[src/rtl/wb_io_pkg.sv]
// Shared constants for the Wishbone GPIO bridge: register offsets (word index),
// output-enable reset level and legal synchroniser depths.
package wb_io_pkg;

  localparam logic [2:0] OFS_OUT      = 3'd0;
  localparam logic [2:0] OFS_OEB      = 3'd1;
  localparam logic [2:0] OFS_IN       = 3'd2;
  localparam logic [2:0] OFS_IRQ_EN   = 3'd3;
  localparam logic [2:0] OFS_IRQ_STAT = 3'd4;
  localparam logic [2:0] OFS_EDGE     = 3'd5;

  localparam logic OEB_RST = 1'b1;

  localparam int unsigned SYNC_MIN = 2;
  localparam int unsigned SYNC_MAX = 3;

endpackage

[src/rtl/io_sync_edge.sv]
// Per-bit multi-flop input synchroniser followed by one history flop for
// rising/falling edge detection.
module io_sync_edge #(
  parameter int unsigned WIDTH = 32,
  parameter int unsigned DEPTH = 2
) (
  input  logic             clk,
  input  logic             rst,
  input  logic [WIDTH-1:0] din,
  output logic [WIDTH-1:0] sync,
  output logic [WIDTH-1:0] rise,
  output logic [WIDTH-1:0] fall
);

  logic [WIDTH-1:0] stage_q [DEPTH];
  logic [WIDTH-1:0] prev_q;

  always_ff @(posedge clk) begin
    if (rst) begin
      for (int unsigned k = 0; k < DEPTH; k++) stage_q[k] <= '0;
      prev_q <= '0;
    end else begin
      stage_q[0] <= din;
      for (int unsigned k = 1; k < DEPTH; k++) stage_q[k] <= stage_q[k-1];
      prev_q <= stage_q[DEPTH-1];
    end
  end

  assign sync = stage_q[DEPTH-1];
  assign rise = sync & ~prev_q;
  assign fall = ~sync & prev_q;

endmodule

[src/rtl/wb_io_bridge.sv]
// Wishbone-slave GPIO bridge: OUT/OEB/IN registers plus per-pad edge interrupts.
// Optional LA_OVERRIDE_EN adds logic-analyser pad override ports.
module wb_io_bridge
  import wb_io_pkg::*;
#(
  parameter int unsigned NUM_IO      = 32,
  parameter logic [31:0] BASE_ADDR   = 32'h3000_0000,
  parameter logic [31:0] ADDR_MASK   = 32'hFFFF_FF00,
  parameter int unsigned SYNC_STAGES = 2
) (
  input  logic              wb_clk_i,
  input  logic              wb_rst_i,
  input  logic              wbs_cyc_i,
  input  logic              wbs_stb_i,
  input  logic              wbs_we_i,
  input  logic [3:0]        wbs_sel_i,
  input  logic [31:0]       wbs_adr_i,
  input  logic [31:0]       wbs_dat_i,
  output logic              wbs_ack_o,
  output logic [31:0]       wbs_dat_o,
  input  logic [NUM_IO-1:0] io_in,
  output logic [NUM_IO-1:0] io_out,
  output logic [NUM_IO-1:0] io_oeb,
  output logic [2:0]        user_irq
`ifdef LA_OVERRIDE_EN
  ,
  input  logic [NUM_IO-1:0] la_data_in,
  input  logic [NUM_IO-1:0] la_oenb
`endif
);

  localparam int unsigned DEPTH = (SYNC_STAGES < SYNC_MIN) ? SYNC_MIN :
                                  (SYNC_STAGES > SYNC_MAX) ? SYNC_MAX : SYNC_STAGES;

  logic [NUM_IO-1:0] out_q, oeb_q, irq_en_q, irq_stat_q, edge_sel_q;
  logic              ack_q, irq_q;
  logic [31:0]       dat_q;

  logic              hit, acc, wr_stb;
  logic [2:0]        ofs;
  logic [31:0]       wmask32;
  logic [NUM_IO-1:0] wmask, wdata, w1c, rd_io;
  logic [NUM_IO-1:0] sync, rise, fall, edge_hit;

  assign hit     = wbs_cyc_i & wbs_stb_i & ((wbs_adr_i & ADDR_MASK) == BASE_ADDR);
  assign acc     = hit & ~ack_q;
  assign wr_stb  = acc & wbs_we_i;
  assign ofs     = wbs_adr_i[4:2];
  assign wmask32 = {{8{wbs_sel_i[3]}}, {8{wbs_sel_i[2]}}, {8{wbs_sel_i[1]}}, {8{wbs_sel_i[0]}}};
  assign wmask   = NUM_IO'(wmask32);
  assign wdata   = NUM_IO'(wbs_dat_i) & wmask;
  assign w1c     = (wr_stb && ofs == OFS_IRQ_STAT) ? wdata : '0;

  io_sync_edge #(
    .WIDTH (NUM_IO),
    .DEPTH (DEPTH)
  ) u_sync (
    .clk  (wb_clk_i),
    .rst  (wb_rst_i),
    .din  (io_in),
    .sync (sync),
    .rise (rise),
    .fall (fall)
  );

  assign edge_hit = (edge_sel_q & rise) | (~edge_sel_q & fall);

  function automatic logic [NUM_IO-1:0] merge(input logic [NUM_IO-1:0] old);
    return (old & ~wmask) | wdata;
  endfunction

  always_comb begin
    rd_io = '0;
    case (ofs)
      OFS_OUT:      rd_io = out_q;
      OFS_OEB:      rd_io = oeb_q;
      OFS_IN:       rd_io = sync;
      OFS_IRQ_EN:   rd_io = irq_en_q;
      OFS_IRQ_STAT: rd_io = irq_stat_q;
      OFS_EDGE:     rd_io = edge_sel_q;
      default:      rd_io = '0;
    endcase
  end

  always_ff @(posedge wb_clk_i) begin
    if (wb_rst_i) begin
      out_q      <= '0;
      oeb_q      <= {NUM_IO{OEB_RST}};
      irq_en_q   <= '0;
      irq_stat_q <= '0;
      edge_sel_q <= '0;
      ack_q      <= 1'b0;
      dat_q      <= '0;
      irq_q      <= 1'b0;
    end else begin
      ack_q <= acc;
      dat_q <= (acc && !wbs_we_i) ? 32'(rd_io) : '0;
      irq_q <= |(irq_stat_q & irq_en_q);
      // A new edge overrides a simultaneous write-one-to-clear.
      irq_stat_q <= (irq_stat_q & ~w1c) | edge_hit;
      if (wr_stb) begin
        case (ofs)
          OFS_OUT:    out_q      <= merge(out_q);
          OFS_OEB:    oeb_q      <= merge(oeb_q);
          OFS_IRQ_EN: irq_en_q   <= merge(irq_en_q);
          OFS_EDGE:   edge_sel_q <= merge(edge_sel_q);
          default:    ;
        endcase
      end
    end
  end

  assign wbs_ack_o = ack_q;
  assign wbs_dat_o = dat_q;
  assign user_irq  = {2'b00, irq_q};

`ifdef LA_OVERRIDE_EN
  assign io_out = (out_q & la_oenb) | (la_data_in & ~la_oenb);
  assign io_oeb = oeb_q & la_oenb;
`else
  assign io_out = out_q;
  assign io_oeb = oeb_q;
`endif

  // Bus bits beyond NUM_IO (or register bits beyond the 32-bit bus) are intentionally dropped.
  logic unused_bits;
  assign unused_bits = ^{wbs_dat_i, wmask32, rd_io};

endmodule

[config.mk]
export PLATFORM = sky130hd
export DESIGN_NAME = wb_io_bridge
export DESIGN_NICKNAME = d
export VERILOG_FILES = /design/src/rtl/wb_io_pkg.sv /design/src/rtl/io_sync_edge.sv /design/src/rtl/wb_io_bridge.sv
export SDC_FILE = /design/constraint.sdc
export NUM_CORES = 1
export LEC_CHECK = 0
export CAP_MARGIN = 30
export CORE_MARGIN = 2
export CORE_UTILIZATION = 57
export CTS_CLUSTER_SIZE = 40
export DETAILED_ROUTE_END_ITERATION = 10
export DONT_BUFFER_PORTS = 1
export GPL_ROUTABILITY_DRIVEN = 0
export GPL_TIMING_DRIVEN = 0
export PLACE_DENSITY = 0.77
export SYNTH_ARGS = -nofsm -noshare
export SYNTH_HDL_FRONTEND = slang
export SYNTH_HIERARCHICAL = 1
export SYNTH_SLANG_ARGS = --single-unit
[constraint.sdc]
create_clock -name wb_clk_i -period 1.9 [get_ports wb_clk_i]
set_input_delay 0.19 -clock wb_clk_i [delete_from_list [all_inputs] [get_ports wb_clk_i]]
set_output_delay 0.19 -clock wb_clk_i [all_outputs]
set_load 0.05 [all_outputs]
Word-level counts from Yosys, hierarchy flattened
Memories as Yosys holds them, arrays and structs flattened.
Index checks and enable logic that the tools add are counted.
{ "totals": {"ff_bits": 226, "ramBits": 64, "in_bits": 105, "output_inout_bits": 100, "wordCells": 63, "n_memories": 1} }
{ "memory_table": {"columns": ["memory", "words", "word_bits", "rd", "rd_clocked_by_memory_dff", "wr", "line_no", "text"], "rows": [
  ["u_sync.stage_q", 2, 32, 2, 0, 2, "io_sync_edge.sv:15", "logic [WIDTH-1:0] stage_q [DEPTH];"]
]} }
{ "classes": {"n_eq_ne": 6, "mux": 7, "bitwise_logic": 30, "n_reduce_logical": 10} }
{ "op_table": {"columns": ["cell", "n"], "rows": [
  ["$and 32x32->32", 11],
  ["$or 32x32->32", 6],
  ["$pmux 32 s6", 1],
  ["$not 32->32", 5],
  ["$mux 32", 3],
  ["$reduce_or 32->1", 1],
  ["$eq 24x22->1 const B", 1],
  ["$reduce_and 2->1", 4],
  ["$eq 3x2->1 const B", 2],
  ["$eq 3x3->1 const B", 2],
  ["$and 1x1->1", 4],
  ["$eq 3x1->1 const B", 1],
  ["$logic_not 3->1", 1],
  ["$mux 1", 3],
  ["$logic_and 1x1->1", 2],
  ["$not 1->1", 2],
  ["$or 1x1->1", 2],
  ["$reduce_or 2->1", 1],
  ["$logic_not 1->1", 1]
]} }

Longest topological paths before layout
Gate-level depths: netlist (run 1).
{ "depth": {"word_depth": 9, "mapped_depth": 6, "mapped_depth_nobuf": 4} }

Hierarchy
The synthesis (run 1) kept the hierarchy.
{ "by_module_without_submodules": {"columns": ["mod", "instances", "cells_per_inst", "area_per_inst_um2", "seq_area_each_um2"], "rows": [
  ["wb_io_bridge", 1, 933, 8913.5, 3883.7],
  ["io_sync_edge", 1, 298, 3240.6, 1921.8]
]} }

Worst setup path after synthesis (run 1)
Ideal clock, no wire load.
{ "synth_path": {"path_type": "register to register", "start": "reg ack_q (netlist: wbs_ack_o)", "end": "reg with a tool-made name", "setup_ns": 0.125, "arrival_time_ns": 1.874, "required_ns": 1.775, "slack_ns": -0.099, "path_stages_with_launch": 7, "path_buffers": 2, "path_cell_list": "dfxtp_1 -> nor4_1 -> and4_1 -> clkbuf_1 -> buf_2 -> nand3_2 -> mux2i_1"} }
{ "synth_lines": {"columns": ["element", "line_no", "text"], "rows": [
  ["start: declaration", "wb_io_bridge.sv:36", "logic ack_q, irq_q;"],
  ["start signal: assignment", "wb_io_bridge.sv:92", "ack_q <= 1'b0;"],
  ["start signal: assignment", "wb_io_bridge.sv:96", "ack_q <= acc;"]
]} }

==> results of run 1 <==
## synthesized netlist by cell type, drive strengths merged
| master | count | area, sq um |
|---|---|---|
| and2 | 1 | 6.260 |
| or4 | 3 | 22.52 |
| conb | 1 | 3.750 |
| nor2b | 160 | 1001 |
| nor2 | 65 | 244.0 |
| clkbuf | 53 | 198.9 |
| nand4 | 4 | 25.02 |
| a21oi | 33 | 165.2 |
| mux2i | 160 | 1602 |
| dfxtp | 290 | 5806 |
| o31ai | 8 | 60.06 |
| nand2 | 17 | 63.81 |
| buf | 57 | 400.4 |
| and4 | 1 | 8.760 |
| a31oi | 32 | 200.2 |
| nand3 | 32 | 200.2 |
| a22oi | 112 | 840.8 |
| nand2b | 128 | 800.8 |
| and3 | 8 | 50.05 |
| nor3b | 3 | 22.52 |
| nand3b | 2 | 15.01 |
| nor4bb | 1 | 10.01 |
| o21a | 24 | 180.2 |
| nor3 | 2 | 10.01 |
| and3b | 2 | 17.52 |
| inv | 24 | 90.09 |
| nor4 | 8 | 110.1 |
## power breakdown
group / total (uW) / switching [uW] / internal [uW] / leakage (uW)
logic: 864 / 488 / 376 / 0.00272
clock network: 6430 / 2430 / 4000 / 0.000528
registers: 6250 / 69.9 / 6180 / 0.00236
## per-layer routing
layer | track usage [%] | up-vias | routed length [um]
li1 | - | 4492 | -
met1 | 43.04 | 4919 | 15260
met2 | 56.00 | 632 | 18540
met3 | 8.780 | 136 | 4356
met4 | 13.96 | 2 | 1916
met5 | 0 | - | 13
## stage by stage
stage / instance area [sq um] / setup slack, ns
finish: 14740 / 0.07049
global route: 14740 / -0.007337
CTS: 14630 / 0.03616
detailed placement: 12550 / -0.5932
global placement: 12540 / -0.7838
floorplan: 12190 / -0.01314
## cell families (layout without fill, tap and decap cells)
kind of cell,Yosys count,after routing
compound gates,209,209
buf+inv,134,278
flops,290,290
mux,160,160
other cells,1,5
simple gates,437,438
## final cells by class
cell class	count	area share, %
diodes	3	0.05095
clock buffers	37	5.604
plain buffers	108	4.543
multi-input cells	809	39.26
well taps	275	2.335
repair buffers	95	6.436
clock inverters	14	1.749
flip-flops and latches	290	39.41
inverters	24	0.6114
## worst paths after layout
path | end | slack (ns) | cells after the start | from
setup / recovery | flop | 0.07 | 6 | wbs_ack_o$_SDFF_PP0_
hold / removal | u_sync/stage_q[0][21]$_SDFF_PP0_ | 0.06 | 2 | wb_rst_i
setup reg to reg | flop | 0.07 | 6 | wbs_ack_o$_SDFF_PP0_
hold reg to reg | u_sync/stage_q[0][41]$_SDFF_PP0_ | 0.43 | 1 | u_sync/stage_q[0][9]$_SDFF_PP0_
## repair_timing
item,CTS,global route
hold buffers,87,0
resized for setup,28,13
setup endpoints to repair,186,64
endpoints found under the hold margin,213,0
cloned,0,2
setup buffers,1,4
==> run summary, run 1 <==
The worst-case hold slack is 0.06229 ns. The top-level port count is 205. Entering global routing, the biggest net connects 16 pins. The overall die width came out at 150.0 um. During synthesis, Yosys emitted a total of 6 warnings. During placement, the flow inserted port buffers numbering 0. The number of distinct library cells after synthesis came out at 31.

The area of the mapped netlist is 12150 sq um. The most common library cell in the layout ignoring fill and taps is sky130_fd_sc_hd__dfxtp_1. The share of synthesized cell area in and, or, nand and nor gates is 21.45%. The clock latency on the worst-skew pair came out at 0.54 ns. The root buffer cell is sky130_fd_sc_hd__clkbuf_16. The maximum achievable frequency came out at 0.5466 GHz. The total area of multi-input combinational cells is 5786 sq um.

The share of the synthesized netlist area taken by xor and xnor gates came out at 0%. The final core utilization came out at 70.32%. The layout filler cell count is 1618. Of the total synthesized cell area, the portion taken by full adders, half adders and majority gates is 0%.

The normalized max-slew margin is 33.77%. The kind of critical path is flop to flop. The data arrival time of the critical path came out at 2.30 ns. Setup violations remaining at the end of the flow were counted as 0.

The initial DRC count came out at 1132. The number of max-slew violations in the final report came out at 0. The floorplan has 53 rows. The floorplan core area came out at 20960 sq um.

Among all stages on the critical path, the largest delay is contributed by sky130_fd_sc_hd__dfxtp_2. The path class of the tightest hold or removal check is input pin to flop. The fraction of final layout cells sized beyond drive strength 1 came out at 10.60%.

The slew at the pin closest to its max-slew limit came out at 0.9934 ns. In the final timing run, aggregate negative setup slack is 0 ns. The remaining antenna violation count came out at 0.

The portion of netlist area occupied by mux cells came out at 13.18%. For the finished layout, the period the worst path requires is 1.830 ns. The required time at the endpoint of the critical path came out at 2.37 ns. The signed area change from the synthesized netlist to the final layout came out at 21.24%. The total design power is 13550 uW. The die is 150.0 um tall.

The number of vias per cell after detailed routing came out at 6.152. The combinational family with the most area after synthesis is simple AND/OR/NAND/NOR gates. The post-layout instance count excluding filler cells is 1655. The vias after detailed routing came out at 10180.

The HPWL after detailed placement came out at 25630 um. The delay contributed by the slowest stage of the critical path came out at 0.42 ns. The longest clock path from root to sink contains 3 buffers. The worst setup path is captured at a flop.

Global routing consumed, over all layers together, 34.21% of the routing resources. The starting density of the core is 58.00%. TritonCTS built the clock tree. The tree built by TritonCTS fans out to 290 sinks.

The synthesized netlist devotes 11.90% of its cell area to compound gates. The clock slew seen by the registers of the worst setup and hold paths is 0.06 ns. The cell family contributing the most delay on the critical path is simple AND/OR/NAND/NOR gates. Summing all flip-flop and latch instances after layout gives 5807 sq um. The run finished with clean final reports. The via count of the first global-routing pass came out at 9864. The final-stage net count is 1462.

In the layout the commonest cells are sky130_fd_sc_hd__dfxtp_1, sky130_fd_sc_hd__mux2i_1, sky130_fd_sc_hd__nor2b_1. The highest ir drop seen on vdd came out at 0.7875 mV. The first global-routing pass estimated 57850 um of wire.

The worst clock skew on the final layout came out at 0.005823 ns. The DRC violation count after routing is 0. The number of buffers created by CTS came out at 29. The share of synthesized area occupied by flip-flops and latches is 47.77%.

The portion of the clock cycle consumed by the worst path in the final layout is 96.29%. The number of antenna violations at the first check in global routing came out at 4. Counting tap cells, the placed design contains a total of 1509 instances. The leakage power total is 0.005600 uW.

The maximum fanout encountered on the critical timing path is 8. The number of max-cap violations came out at 0. Synthesis inferred 290 register bits.

Traced cell by cell, the critical path runs through nor4_4 -> and4_4 -> buf_4 -> and3_1 -> buf_2 -> mux2i_1. After detailed routing, the total wire length is 40090 um. The combined buffer and inverter count along the critical path came out at 2. The area of the die came out at 22510 sq um.

The number of standard cells after synthesis came out at 1231. For this run, the detailed router's first-pass iteration total came to 6. The H-tree depth came out at 1. The power per cell area is 919.6 nW/um^2. In the final routed layout, each cell accounts on average for 24.22 um. The worst setup path is launched from a flop. The global-route congestion overflow total is 0. The count of endpoints failing hold in the final timing report came to 0. In this run the mean area of a mapped cell was 9.873 sq um.
Power figures use the tool's default switching activity.
==> run 2, diff against run 1 <==
SKIP_CTS_REPAIR_TIMING = 1   (was unset)
==> run 2 against run 1 <==
Compared with the run above:
- clock power about the same
- utilization decreased by 0.69 points
- combinational power decreased by 3.5%
- wire length decreased by 2.5%
- final cell count decreased by 0.91%
- the run now ends with hold timing, setup timing left
- first-iteration DRC count decreased by 8.7%
- hold slack got worse by 0.097 ns
- fmax decreased by 5.3%
==> run summary, run 2 (synthesis results as in run 1) <==
The H-tree depth is 1. The vertical die dimension came out at 150.0 um. The capturing element type of the critical path is a flop. The maximum fanout encountered on the critical timing path came out at 10. The number of vias per cell after detailed routing is 6.115. The via count of the first global-routing pass came out at 9359.

The portion of the clock cycle consumed by the worst path in the final layout is 101.7%. The maximum root-to-sink buffer count came out at 3. The top cell types in the final layout, fill and taps aside, are sky130_fd_sc_hd__dfxtp_1, sky130_fd_sc_hd__mux2i_1, sky130_fd_sc_hd__nor2b_1.

The number of buffers created by CTS came out at 29. The type of element launching the critical path is an input pin. The CTS tree is yes.

The overall die width came out at 150.0 um. The power spent charging and discharging nets is 2969 uW. The tightest min-delay check is of the input pin to flop type. The total setup violations reported at the end of the flow came out at 2. For the final routed database, the setup TNS stands at -0.03411 ns. The top-level port count came out at 205. The hold-critical path depth is 2. The normalized max-slew margin is 32.96%. The power per cell area is 926.1 nW/um^2.

The final-stage net count is 1447. Of the cells placed in the final design, the portion with a size suffix greater than 1 is 10.72%. The worst setup path is of the input pin to flop kind. The cell sitting at the root of the clock tree is a sky130_fd_sc_hd__clkbuf_16. The finished cells cover 14590 sq um. The slew at the pin closest to its max-slew limit came out at 1.006 ns. The data arrival time of the critical path came out at 2.39 ns.

The die covers 22510 sq um. The floorplan core area is 20960 sq um. Leaving out fill and tap cells, the most frequent cell in the layout is sky130_fd_sc_hd__dfxtp_1. Detailed routing inserted a total of 10030 vias. The worst clock skew on the final layout is 0.007233 ns. The part of the power in the clock network is 47.6%. The fraction of power spent switching nets came out at 21.97%.

The flow ran to the end, but the final reports show violations. The post-placement cell area came out at 12550 sq um. The placement row count is 53. The remaining antenna violation count is 0. Before antenna repair, the detailed router went through 5 iterations. The combinational power share came out at 6.2%.

The number of max-slew violations in the final report is 0. Setup repair after global routing could not meet its margin everywhere. The required time at the endpoint of the critical path came out at 2.36 ns.

The number of antenna violations at the first check in global routing is 3. The DRC violation count after routing came out at 0. Timing would allow up to 0.5177 GHz. The clock slew seen by the registers of the worst setup and hold paths came out at 0.07 ns. The HPWL after detailed placement came out at 25630 um. The initial DRC count came out at 1034. The first global-routing pass estimated 55450 um of wire. The worst path in the final design needs a cycle of 1.932 ns, including I/O delays and setup. The global-route congestion overflow total came out at 0. The leakage power total is 0.005513 uW. The worst-case hold slack came out at -0.03470 ns. The share of power burned in registers is 46.3%. Input and output buffers added on the ports amount to 0. Entering global routing, the biggest net connects 16 pins. In the final routed layout, each cell accounts on average for 23.84 um. The worst setup margin came out at -0.03152 ns. The number of max-cap violations is 0.

The clock reaches the later pin of the worst-skew pair after 0.54 ns. The count of endpoints failing hold in the final timing report came to 9. Global routing used 32.86% of the available tracks across all layers.

The routed design has 39100 um of wire. The starting density of the core came out at 58.00%. The highest ir drop seen on vdd is 0.7873 mV. The number of cells on the worst reg-to-reg path came out at 7. The clock sink total is 290. The final reports fail on hold timing, setup timing.

The area growth from synthesis to layout is 20.05%. The internal power contribution came out at 10540 uW.
-- run 2: cell count changes in the layout (fill, tap and decap cells not counted), sizes merged --
cell / delta
and4: -1
clkbuf: -1
dlygate4sd3: -13
-- run 2: area by class of cell --
class                      instances  area, sq um
clock inverter                    14        257.7
inverter                          24        90.09
sequential                       290         5809
antenna                            3        7.507
fill                            1628         6364
tap                              275        344.1
clock buffer                      37        825.8
buffer                           110        683.2
multi-input combinational        808         5798
timing repair buffer              79        775.7
-- run 2: worst max-delay path: stages --
cell	delay, ns
sky130_fd_sc_hd__and3b_1	0.18
sky130_fd_sc_hd__clkbuf_1	0.72
sky130_fd_sc_hd__clkbuf_1	0.75
sky130_fd_sc_hd__a22oi_1	0.24
sky130_fd_sc_hd__a31oi_2	0.29
-- run 2: power groups by stage --
stage / clock network, uW / logic, uW / registers [uW]
2_1_floorplan: 0 / 451 / 6360
3_3_place_gp: 0 / 633 / 6380
3_5_place_dp: 0 / 648 / 6380
4_1_cts: 6440 / 653 / 6250
5_1_grt: 6700 / 873 / 6260
6_report: 6430 / 834 / 6250
-- run 2: worst paths after layout --
kind	from	endpoint	slack (ns)
setup / recovery	wbs_adr_i[3]	wbs_dat_o[31]$_SDFF_PP0_	-0.03
hold / removal	wb_rst_i	u_sync/stage_q[0][11]$_SDFF_PP0_	-0.03
setup reg to reg	wbs_ack_o$_SDFF_PP0_	wbs_dat_o[2]$_SDFF_PP0_	0.06
hold reg to reg	u_sync/stage_q[0][9]$_SDFF_PP0_	u_sync/stage_q[0][41]$_SDFF_PP0_	0.43
-- run 2: layer usage --
metal  global-route usage (%)  up-vias  wire [um]
met1                    41.77     4873      15180
met3                    8.476      116       4164
met5                        0        -         13
met4                    12.17        2       1547
li1                         -     4464          -
met2                    53.86      573      18200
-- run 2: through the flow --
stage	instances	worst slack [ns]	power (uW)	utilization, %	hold WS (ns)
finish	1640	-0.03152	13510	69.63	-0.03470
CTS	1560	-0.6146	13340	65.06	-0.2402
global route	1638	-0.008825	13840	69.61	-0.009226
detailed placement	1509	-0.5932	7031	59.89	0.3240
global placement	1507	-0.7838	7013	59.82	0.3191
floorplan	1232	-0.01314	6810	-	0.3182
